--- src/rtl/traffic_pkg.sv ---
// Shared definitions for the traffic safety monitor: lamp codes, fault codes,
// FSM state encoding and a helper that recognises a legal car lamp code.
package traffic_pkg;

   localparam logic [3:0] CAR_NONE  = 4'b0000;
   localparam logic [3:0] CAR_GREEN = 4'b0001;
   localparam logic [3:0] CAR_LEFT  = 4'b0010;
   localparam logic [3:0] CAR_YEL   = 4'b0100;
   localparam logic [3:0] CAR_RED   = 4'b1000;

   localparam logic [1:0] WALK_NONE  = 2'b00;
   localparam logic [1:0] WALK_GREEN = 2'b01;
   localparam logic [1:0] WALK_RED   = 2'b10;
   localparam logic [1:0] WALK_ILL   = 2'b11;

   localparam logic [2:0] FC_NONE     = 3'd0;
   localparam logic [2:0] FC_ILL_CAR  = 3'd1;
   localparam logic [2:0] FC_ILL_WALK = 3'd2;
   localparam logic [2:0] FC_CONFLICT = 3'd3;
   localparam logic [2:0] FC_YEL_LEN  = 3'd4;
   localparam logic [2:0] FC_STUCK    = 3'd5;

   typedef enum logic [1:0] {
      ST_IDLE  = 2'd0,
      ST_RUN   = 2'd1,
      ST_FAULT = 2'd2
   } state_t;

   // A car code is legal only if it is exactly one of the four lamp codes.
   function automatic logic car_legal(input logic [3:0] car);
      return (car == CAR_GREEN) || (car == CAR_LEFT) ||
             (car == CAR_YEL)   || (car == CAR_RED);
   endfunction

endpackage

--- src/rtl/traffic_safety_monitor_if.sv ---
// Bundle between the traffic sequencer side and the safety monitor.
//   i_start, i_car_traffic, i_walker_traffic, i_fault_clr : sequencer -> monitor
//   o_car_lamp, o_walker_lamp, o_fault, o_fault_code,
//   o_walk_count                                           : monitor -> lamp drivers
// master: the sequencer/driver side; slave: the monitor.
interface traffic_safety_monitor_if;

   logic       i_start;
   logic [3:0] i_car_traffic;
   logic [1:0] i_walker_traffic;
   logic       i_fault_clr;
   logic [3:0] o_car_lamp;
   logic [1:0] o_walker_lamp;
   logic       o_fault;
   logic [2:0] o_fault_code;
   logic [6:0] o_walk_count;

   modport master (
      output i_start, i_car_traffic, i_walker_traffic, i_fault_clr,
      input  o_car_lamp, o_walker_lamp, o_fault, o_fault_code, o_walk_count
   );

   modport slave (
      input  i_start, i_car_traffic, i_walker_traffic, i_fault_clr,
      output o_car_lamp, o_walker_lamp, o_fault, o_fault_code, o_walk_count
   );

endinterface

--- src/rtl/traffic_flash_gen.sv ---
// Fault flash phase generator.
//   clk      in  clock, rising edge
//   reset    in  synchronous active-high reset
//   enable   in  flash running; low parks the generator in its "on" phase
//   flash_on out registered phase: 1 for FLASH_HALF cycles, 0 for FLASH_HALF cycles, repeat
module traffic_flash_gen #(
   parameter int FLASH_HALF = 4
) (
   input  logic clk,
   input  logic reset,
   input  logic enable,
   output logic flash_on
);

   localparam int CW = (FLASH_HALF > 1) ? $clog2(FLASH_HALF) : 1;

   logic [CW-1:0] cnt;

   always_ff @(posedge clk) begin
      if (reset || !enable) begin
         cnt      <= '0;
         flash_on <= 1'b1;
      end else if (cnt == CW'(FLASH_HALF - 1)) begin
         cnt      <= '0;
         flash_on <= ~flash_on;
      end else begin
         cnt <= cnt + 1'b1;
      end
   end

endmodule

--- src/rtl/traffic_safety_monitor.sv ---
// Safety monitor between the traffic sequencer and the lamp drivers.
// Registers the car/walker codes, checks them every cycle and forwards only
// clean codes. Any violation latches a fault code and replaces the lamps with a
// car-yellow flash / walker-off pattern until cleared.
//   clk    in  clock, rising edge
//   reset  in  synchronous active-high reset
//   bus    slave side of traffic_safety_monitor_if (inputs from the sequencer,
//          lamp/fault outputs)
// Optional macro TRAFFIC_MON_COUNTDOWN_EN adds the walker countdown on
// o_walk_count; without it o_walk_count is constant 0.
//
// state    | meaning
// ST_IDLE  | sequencer stopped, lamps off; i_start=1 is checked and starts a run
// ST_RUN   | inputs checked each cycle, clean codes forwarded with 1-cycle latency
// ST_FAULT | fault latched, lamps show car-yellow flash / walker off
module traffic_safety_monitor
   import traffic_pkg::*;
#(
   parameter int YELLOW_LEN = 2,
   parameter int MAX_PHASE  = 40,
   parameter int FLASH_HALF = 4,
   parameter int WALK_TOTAL = 20
) (
   input  logic                     clk,
   input  logic                     reset,
   traffic_safety_monitor_if.slave  bus
);

   localparam int RW = $clog2(MAX_PHASE + 2);

   state_t        state_q, state_d;
   logic [3:0]    car_q, car_d;
   logic [1:0]    walk_q, walk_d;
   logic [2:0]    code_q, code_d;
   logic [RW-1:0] run_len, run_d, run_next;
   logic [2:0]    fc;
   logic          fwd;
   logic          flash_on;

   logic [3:0] car;
   logic [1:0] wk;
   assign car = bus.i_car_traffic;
   assign wk  = bus.i_walker_traffic;

   // Outside ST_RUN car_q is 0, so a run always restarts at 1.
   always_comb begin
      if (state_q == ST_RUN && car == car_q)
         run_next = (run_len == RW'(MAX_PHASE + 1)) ? run_len : run_len + 1'b1;
      else
         run_next = RW'(1);
   end

   // Lowest code wins, so test in ascending order. The last forwarded car
   // code (car_q) is the previous cycle's input while running.
   always_comb begin
      fc = FC_NONE;
      if (!car_legal(car))
         fc = FC_ILL_CAR;
      else if (wk == WALK_ILL)
         fc = FC_ILL_WALK;
      else if (wk == WALK_GREEN && car != CAR_RED)
         fc = FC_CONFLICT;
      else if (state_q == ST_RUN && car_q == CAR_YEL && car != CAR_YEL &&
               run_len != RW'(YELLOW_LEN))
         fc = FC_YEL_LEN;
      else if (run_next == RW'(MAX_PHASE + 1))
         fc = FC_STUCK;
   end

   always_comb begin
      state_d = state_q;
      car_d   = car_q;
      walk_d  = walk_q;
      code_d  = code_q;
      run_d   = run_len;
      fwd     = 1'b0;
      case (state_q)
         ST_IDLE, ST_RUN: begin
            car_d  = CAR_NONE;
            walk_d = WALK_NONE;
            run_d  = '0;
            if (!bus.i_start) begin
               state_d = ST_IDLE;
            end else if (fc != FC_NONE) begin
               state_d = ST_FAULT;
               code_d  = fc;
            end else begin
               state_d = ST_RUN;
               car_d   = car;
               walk_d  = wk;
               run_d   = run_next;
               fwd     = 1'b1;
            end
         end
         ST_FAULT: begin
            if (bus.i_fault_clr && !bus.i_start) begin
               state_d = ST_IDLE;
               code_d  = FC_NONE;
            end
         end
         default: state_d = ST_IDLE;
      endcase
   end

   always_ff @(posedge clk) begin
      if (reset) begin
         state_q <= ST_IDLE;
         car_q   <= CAR_NONE;
         walk_q  <= WALK_NONE;
         code_q  <= FC_NONE;
         run_len <= '0;
      end else begin
         state_q <= state_d;
         car_q   <= car_d;
         walk_q  <= walk_d;
         code_q  <= code_d;
         run_len <= run_d;
      end
   end

   traffic_flash_gen #(
      .FLASH_HALF (FLASH_HALF)
   ) u_flash (
      .clk      (clk),
      .reset    (reset),
      .enable   (state_q == ST_FAULT),
      .flash_on (flash_on)
   );

   // In fault the car lamp is a pure select between two registered sources
   // (state and flash phase); car_q is held at 0 there.
   assign bus.o_car_lamp    = (state_q == ST_FAULT) ? (flash_on ? CAR_YEL : CAR_NONE) : car_q;
   assign bus.o_walker_lamp = walk_q;
   assign bus.o_fault       = (state_q == ST_FAULT);
   assign bus.o_fault_code  = code_q;

`ifdef TRAFFIC_MON_COUNTDOWN_EN
   logic [6:0] walk_cnt;

   // Updated on the same edge as walk_q so the count lines up with the lamp.
   always_ff @(posedge clk) begin
      if (reset || !fwd)
         walk_cnt <= '0;
      else if (state_q == ST_RUN && walk_q == WALK_RED && wk == WALK_GREEN)
         walk_cnt <= 7'(WALK_TOTAL - 1);
      else if (wk == WALK_RED)
         walk_cnt <= '0;
      else if (walk_cnt != '0)
         walk_cnt <= walk_cnt - 1'b1;
   end

   assign bus.o_walk_count = walk_cnt;
`else
   assign bus.o_walk_count = '0;
`endif

endmodule

--- src/flat_wrapper.sv ---
// flat-port wrapper written by rule: the top's interface ports become plain ports
module traffic_safety_monitor_flat import traffic_pkg::*;
#(
   parameter int YELLOW_LEN = 2,
   parameter int MAX_PHASE  = 40,
   parameter int FLASH_HALF = 4,
   parameter int WALK_TOTAL = 20
)
  (clk, reset, bus_i_start, bus_i_car_traffic, bus_i_walker_traffic, bus_i_fault_clr, bus_o_car_lamp, bus_o_walker_lamp, bus_o_fault, bus_o_fault_code, bus_o_walk_count);
  traffic_safety_monitor_if bus_i ();
  input  logic clk;
  input  logic reset;
  input wire logic [$bits(bus_i.i_start)-1:0] bus_i_start;
  input wire logic [$bits(bus_i.i_car_traffic)-1:0] bus_i_car_traffic;
  input wire logic [$bits(bus_i.i_walker_traffic)-1:0] bus_i_walker_traffic;
  input wire logic [$bits(bus_i.i_fault_clr)-1:0] bus_i_fault_clr;
  output wire logic [$bits(bus_i.o_car_lamp)-1:0] bus_o_car_lamp;
  output wire logic [$bits(bus_i.o_walker_lamp)-1:0] bus_o_walker_lamp;
  output wire logic [$bits(bus_i.o_fault)-1:0] bus_o_fault;
  output wire logic [$bits(bus_i.o_fault_code)-1:0] bus_o_fault_code;
  output wire logic [$bits(bus_i.o_walk_count)-1:0] bus_o_walk_count;
  assign bus_i.i_start = bus_i_start;
  assign bus_i.i_car_traffic = bus_i_car_traffic;
  assign bus_i.i_walker_traffic = bus_i_walker_traffic;
  assign bus_i.i_fault_clr = bus_i_fault_clr;
  assign bus_o_car_lamp = bus_i.o_car_lamp;
  assign bus_o_walker_lamp = bus_i.o_walker_lamp;
  assign bus_o_fault = bus_i.o_fault;
  assign bus_o_fault_code = bus_i.o_fault_code;
  assign bus_o_walk_count = bus_i.o_walk_count;
  traffic_safety_monitor #(.YELLOW_LEN(YELLOW_LEN), .MAX_PHASE(MAX_PHASE), .FLASH_HALF(FLASH_HALF), .WALK_TOTAL(WALK_TOTAL)) u_core (.clk(clk), .reset(reset), .bus(bus_i));
endmodule
--- config.mk ---
export PLATFORM = sky130hd
export DESIGN_NAME = traffic_safety_monitor_flat
export DESIGN_NICKNAME = d
export VERILOG_FILES = /design/src/rtl/traffic_pkg.sv /design/src/rtl/traffic_safety_monitor_if.sv /design/src/rtl/traffic_flash_gen.sv /design/src/rtl/traffic_safety_monitor.sv /design/src/flat_wrapper.sv
export SDC_FILE = /design/constraint.sdc
export NUM_CORES = 1
export LEC_CHECK = 0
export ABC_AREA = 1
export CAP_MARGIN = 25
export CORE_MARGIN = 2
export CORE_UTILIZATION = 45
export CTS_CLUSTER_SIZE = 8
export DETAILED_ROUTE_END_ITERATION = 10
export PLACE_DENSITY = 0.81
export SLEW_MARGIN = 20
export SYNTH_ARGS = -nofsm -noshare
export SYNTH_HDL_FRONTEND = slang
export SYNTH_SLANG_ARGS = --single-unit
--- constraint.sdc ---
create_clock -name clk -period 3.3 [get_ports clk]
set_input_delay 0.33 -clock clk [delete_from_list [all_inputs] [get_ports clk]]
set_output_delay 0.33 -clock clk [all_outputs]
set_load 0.02 [all_outputs]
Yosys cells after proc, flatten, opt, wreduce, memory -nomap -nowiden --
Cells that the tools add are included. W data, S select, Z words.
Cells by class: multiplexer cells 23, reduce and logical (&&, ||, !) cells 18, $add $sub $neg 2, bitwise operators 1, equal/unequal tests 19
Operators by type and width (number):
- $mux W3 | 9
- $mux W6 | 4
- $eq A6 B6 Y1 const B | 2
- $mux W4 | 3
- $mux W2 | 5
- $eq A4 B3 Y1 const B | 2
- $add A6 B1 Y6 const B | 1
- $eq A2 B2 Y1 const B | 3
- $logic_and A1 B1 Y1 | 6
- $ne A6 B2 Y1 const B | 1
- $pmux W3 S2 | 1
- $eq A2 B1 Y1 const B | 2
- $eq A4 B1 Y1 const B | 1
- $eq A4 B2 Y1 const B | 1
- $eq A4 B4 Y1 | 1
- $eq A4 B4 Y1 const B | 1
- $logic_or A1 B1 Y1 | 4
- $ne A2 B1 Y1 const B | 2
- $ne A4 B3 Y1 const B | 1
- $ne A4 B4 Y1 const B | 1
- $pmux W2 S2 | 1
- $reduce_and A4 Y1 | 1
- $reduce_or A2 Y1 | 2
- $reduce_bool A3 Y1 | 1
- other kinds (6) | 7
Storage, ports and cells: bits in registers 20, bits of input ports 10, logic and storage cells 70, output and inout port bits 17

Logic depth before layout (Yosys ltp) --
depth in word-level cells 13, depth in mapped cells 17, gate-level depth less buffers 17

Cells and area by module --
Synthesis repeated with hierarchy kept, for this count alone.
Second synthesis, totals: cell total of the unflattened synthesis 191, area total of the unflattened synthesis 1293.7 sq um
Modules (own cells, without submodules):
- traffic_safety_monitor | cells an instance 175, area each 1168.6 sq um, sequential area each 340.3 sq um, times used 1
- traffic_flash_gen | cells an instance 16, area each 125.1 sq um, sequential area each 60.1 sq um, times used 1

Least setup slack after synthesis --
OpenSTA, ideal clock, no wires.
path type reg2reg, start register u_core.run_len[0], end register u_core.walk_q[0] (netlist: u_core.bus.o_walker_lamp[0]), arrival 1.681 ns, path slack 1.487 ns, stages on the path, launching flop included 15, setup time 0.132 ns, data required time 3.168 ns, buffers on the path 1, path through dfxtp_1 > ha_1 > nand2_1 > nor2_1 > xor2_1 > nand2_1 > nor2_1 > nand3_2 > nand2_2 > nand2_4 > nand2_4 > nor2_4 > buf_6 > nand4_1 > a21oi_1
Between the ends: word-level cells in the longest chain between the ends 12
RTL lines:
- from (decl) | RTL line traffic_safety_monitor.sv:35 | logic [RW-1:0] run_len, run_d, run_next;
- from (signal assigned) | RTL line traffic_safety_monitor.sv:117 | run_len <= run_d;
- $add A6 B1 Y6 / $eq A6 B6 Y1 (equally long branches) | RTL line traffic_safety_monitor.sv:48 | run_next = (run_len == RW'(MAX_PHASE + 1)) ? run_len : run_len + 1'b1;
- $mux W6 | RTL line traffic_safety_monitor.sv:48
- $mux W6 | RTL line traffic_safety_monitor.sv:47 | if (state_q == ST_RUN && car == car_q)
- $eq A6 B6 Y1 | RTL line traffic_safety_monitor.sv:66 | else if (run_next == RW'(MAX_PHASE + 1))
- $mux W3 | RTL line traffic_safety_monitor.sv:66
- $mux W3 * | RTL line traffic_safety_monitor.sv:63 | else if (state_q == ST_RUN && car_q == CAR_YEL && car != CAR_YEL &&
- $mux W3 * | RTL line traffic_safety_monitor.sv:61 | else if (wk == WALK_GREEN && car != CAR_RED)
- $mux W3 * | RTL line traffic_safety_monitor.sv:59 | else if (wk == WALK_ILL)
- $mux W3 * | RTL line traffic_safety_monitor.sv:57 | if (!car_legal(car))
- $reduce_bool A3 Y1 * | RTL line traffic_safety_monitor.sv:84 | end else if (fc != FC_NONE) begin
- $mux W2 * | RTL line traffic_safety_monitor.sv:84
- $mux W2 * | RTL line traffic_safety_monitor.sv:82 | if (!bus.i_start) begin
- to (signal assigned) | RTL line traffic_safety_monitor.sv:115 | walk_q <= walk_d;
- to (decl) | RTL line traffic_safety_monitor.sv:33 | logic [1:0] walk_q, walk_d;
Mark *: on every way between the ends. The rest lies on a longest branch, timed or not. A chain may end at the register's enable or synchronous reset.

Worst setup path after layout --
start register u_core.state_q[1], end output bus_o_car_lamp[2]
Between the ends: word-level cells in the longest chain between the ends 2
RTL lines:
- from (decl) | RTL line traffic_safety_monitor.sv:31 | state_t state_q, state_d;
- from (signal assigned) | RTL line traffic_safety_monitor.sv:113 | state_q <= state_d;
- $eq A2 B2 Y1 | RTL line traffic_safety_monitor.sv:132 | assign bus.o_car_lamp = (state_q == ST_FAULT) ? (flash_on ? CAR_YEL : CAR_NONE) : car_q;
- $mux W4 | RTL line traffic_safety_monitor.sv:132
- to (decl) | RTL line flat_wrapper.sv:17 | output wire logic [$bits(bus_i.o_car_lamp)-1:0] bus_o_car_lamp;
Every way passes these cells.

==> impl_results.md <==
* Rel. slew slack at a little under three fifths
* IO Pins at 27
* Multi-input gate area at 797.0 um^2
* Synth top area share at 29.49%
* Post-CTS Hold Buffers at 0
* DP HPWL at 2.074 mm
* RSZ-0062 raised after global routing: false
* Worst-case clock buffer depth at 2
* Max_cap viols at 0
* Top post-synthesis cells by area: dfxtp_1 (29%), nand2_1 (12%), nand3_1 (7.4%)
* Syn_area_per_cell at 6.754 um^2
* Iteration-0 DRC Markers at 28
* Worst-Margin Slew at 0.6391 ns
* I/O Buffers at 19
* CTS tree: built
* Data required time of the worst path at 2.97 ns
* Total power per unit cell area at 355.9 nW/um^2
* Worst hold path class: reg -> reg
* Startpoint type of the worst setup path: flop
* Crit. End Element: output pin
* Starting Density at 48.39%
* GR Overflow Total at 0
* Clock-pin slew on the worst setup and hold paths at 0.12 ns
* Ant. Diodes at 0
* Vias/cell at 5.242
* Total global-route track usage at 17.83%
* Final setup margin at 0.7762 ns
* Vias in the first global route at approximately 1200
* Kind of critical path: reg -> out
* Crit share post-route at 76.48%
* Violated checks: design-rule violations
* Top_reg_cell synth: dfxtp_1
* Post-Syn Area at 1358 um^2
* Residual DRC at 1
* Minimum clock period at 2.524 ns
* CP max-delay cell: clkdlybuf4s50_1
* Sink Count at 20
* EDFF count, synth at 0
* Clock skew after layout at between 0.0006 and 0.0007 ns
* Max IR drop VDD at 0.2869 mV
* Netlist cell types at 29
* P_leak at ~0.6 nW
* Die X at around 59 um
* Fin cells at around 250
* Area Overhead vs Synth at 15.85%
* Die Y-Extent at between 50 and 60 um
* First-pass GRT wire length at between 4 and 5 mm
* H-tree depth at 1
* Flip-flop and latch area at 400.4 um^2
* Post-synth ARST share at 0%
* Crit-path cells: buf_4 -> inv_1 -> nor2_2 -> nand2_1 -> o21ai_0 -> clkdlybuf4s50_1
* Critical Path AT at 2.19 ns
* Total power at 0.5598 mW
* Wire per inst at 11.43 um
* Place WS at 0.9145 ns
* Sequential-to-total area share from yosys stat at 29.49%
* Status: complete, but fails checks
* Antenna viol nets, final at 0
* Hold Fails Final Rpt at 0
* Vias at 1300
* Cts repair resizes at 0
* Fmax at 396.2 MHz
* Row cnt at 19
* Seq cells post-synth at 20
* Setup Buffers After CTS at 0
* Final wirelength at 2.835 mm
* Gate Count Post-Synth at 201
* Clk_lat worst skew at 0.31 ns
* DP Cell Count at 244
* Pins Over Slew Limit at 0
* Synth top cells by count: nand2_1 (44), dfxtp_1 (20), nand3_1 (20), nor2_1 (20), inv_1 (19)
* WHS at between 0.4 and 0.5 ns
* RD Place Congestion at 0.8604
* Final setup vio count at 0
* Largest net degree at the start of global routing at 17
* Die area at ~3500 um^2
* Filler cells at 285
* Yosys warns at 0
* Maximum fanout along the worst path at 13
* Most frequent cell after synthesis: nand2_1
* Max incr delay on CP at 0.63 ns
* First-pass iteration count of the detailed router at 7
* TritonCTS Buffers at 3
* Share of cells above drive strength 1 at between 10% and 20%
* Initial antenna violation count at 0
* Setup TNS at 0 ns
* Yosys top cell by area: dfxtp_1
* Total Nets Final at 232
* CTS root buf: clkbuf_4
* Core area at around 2800 um^2
==> critical path: cells and delay by family (launching register included) <==
kind,cells,cell delay (ns)
AO/OA/AOI/OAI,1,0.08
buffers and inverters,3,1.04
flip-flops,1,0.33
AND/OR/NAND/NOR,2,0.43
==> registers in the layout, summed over array words and instances (netlist names) <==
register,cells
u_core.run_len,6
u_core.car_q,4
u_core.bus.o_fault_code,3
u_core.bus.o_walker_lamp,2
u_core.state_q,2
u_core.u_flash.cnt,2
u_core.u_flash.flash_on,1
==> metal layers <==
layer | GRT usage, % | up-vias | routed length [um]
met4 | 7.143 | 0 | 50
li1 | - | 672 | -
met1 | 21.17 | 593 | 1291
met5 | 0 | - | 0
met2 | 31.59 | 28 | 1399
met3 | 3.077 | 7 | 94
==> area by class of cell <==
| cell class | instances | area share, % |
|---|---|---|
| sequential | 20 | 25.46 |
| clock buffer | 3 | 1.432 |
| inverter | 23 | 5.489 |
| timing repair buffer | 20 | 12.57 |
| multi-input combinational | 150 | 50.68 |
| tap | 31 | 2.466 |
| clock inverter | 1 | 1.909 |
==> layout by cell type, fill, tap and decap left out <==
| master | synthesis | routed |
|---|---|---|
| nand2_1 | 44 | 44 |
| nor2_1 | 20 | 20 |
| nand3_1 | 20 | 20 |
| dfxtp_1 | 20 | 20 |
| inv_1 | 19 | 19 |
| clkdlybuf4s50_1 | 0 | 19 |
| a21oi_1 | 15 | 15 |
| nand4_1 | 11 | 11 |
| conb_1 | 1 | 7 |
| nor2_2 | 4 | 4 |
| inv_2 | 4 | 4 |
| ha_1 | 4 | 4 |
| nand3_2 | 3 | 3 |
| nor2_4 | 3 | 3 |
| nand2_2 | 3 | 3 |
| o21ai_0 | 3 | 3 |
| clkbuf_4 | 0 | 3 |
| xor2_1 | 2 | 2 |
| or2_2 | 2 | 2 |
| nand2_4 | 2 | 2 |
| o21ai_1 | 1 | 1 |
| o311ai_0 | 1 | 1 |
| o211ai_1 | 1 | 1 |
| nand4_2 | 1 | 1 |
| o31ai_2 | 1 | 1 |
| o21a_1 | 1 | 1 |
| nor3b_1 | 1 | 1 |
| bufinv_16 | 0 | 1 |
| buf_4 | 7 | 1 |
==> metrics by stage <==
stage | util [%] | cell area, um^2
global route | 56.07 | 1573
detailed placement | 54.19 | 1520
global placement | 54.19 | 1520
floorplan | - | 1380
CTS | 56.07 | 1573
finish | 56.07 | 1573
==> path summary, 6_finish.rpt <==
check | end | from | cells after the start | slack [ns]
setup / recovery | bus_o_car_lamp[2] | u_core.state_q[1] | 6 | 0.78
hold / removal | u_core.u_flash.cnt[0] | u_core.u_flash.cnt[0] | 1 | 0.43
setup reg to reg | u_core.bus.o_walker_lamp[0] | u_core.state_q[1] | 14 | 1.07
hold reg to reg | u_core.u_flash.cnt[0] | u_core.u_flash.cnt[0] | 1 | 0.43
==> logic make-up (layout without fill, tap and decap cells) <==
family          count (synthesis)  count (layout)  share of synthesized area [%]
simple gates                  114             114                          42.12
flops                          20              20                          29.49
buf+inv                        37              47                          13.46
xor+xnor                        2               2                          1.291
other cells                     1               7                         0.2762
compound gates                 23              23                          9.677
fa+ha+maj                       4               4                          3.687
==> where the power goes <==
| group | switching (mW) | internal, mW | leakage, nW | total, mW |
|---|---|---|---|---|
| combinational | 0.0662 | 0.0383 | 0.425 | 0.104 |
| sequential | 0.00341 | 0.248 | 0.162 | 0.251 |
| clock | 0.0811 | 0.123 | 0.0279 | 0.204 |
| total | 0.151 | 0.409 | 0.615 | 0.560 |
Note: power is estimated with default switching activity, not from simulation.
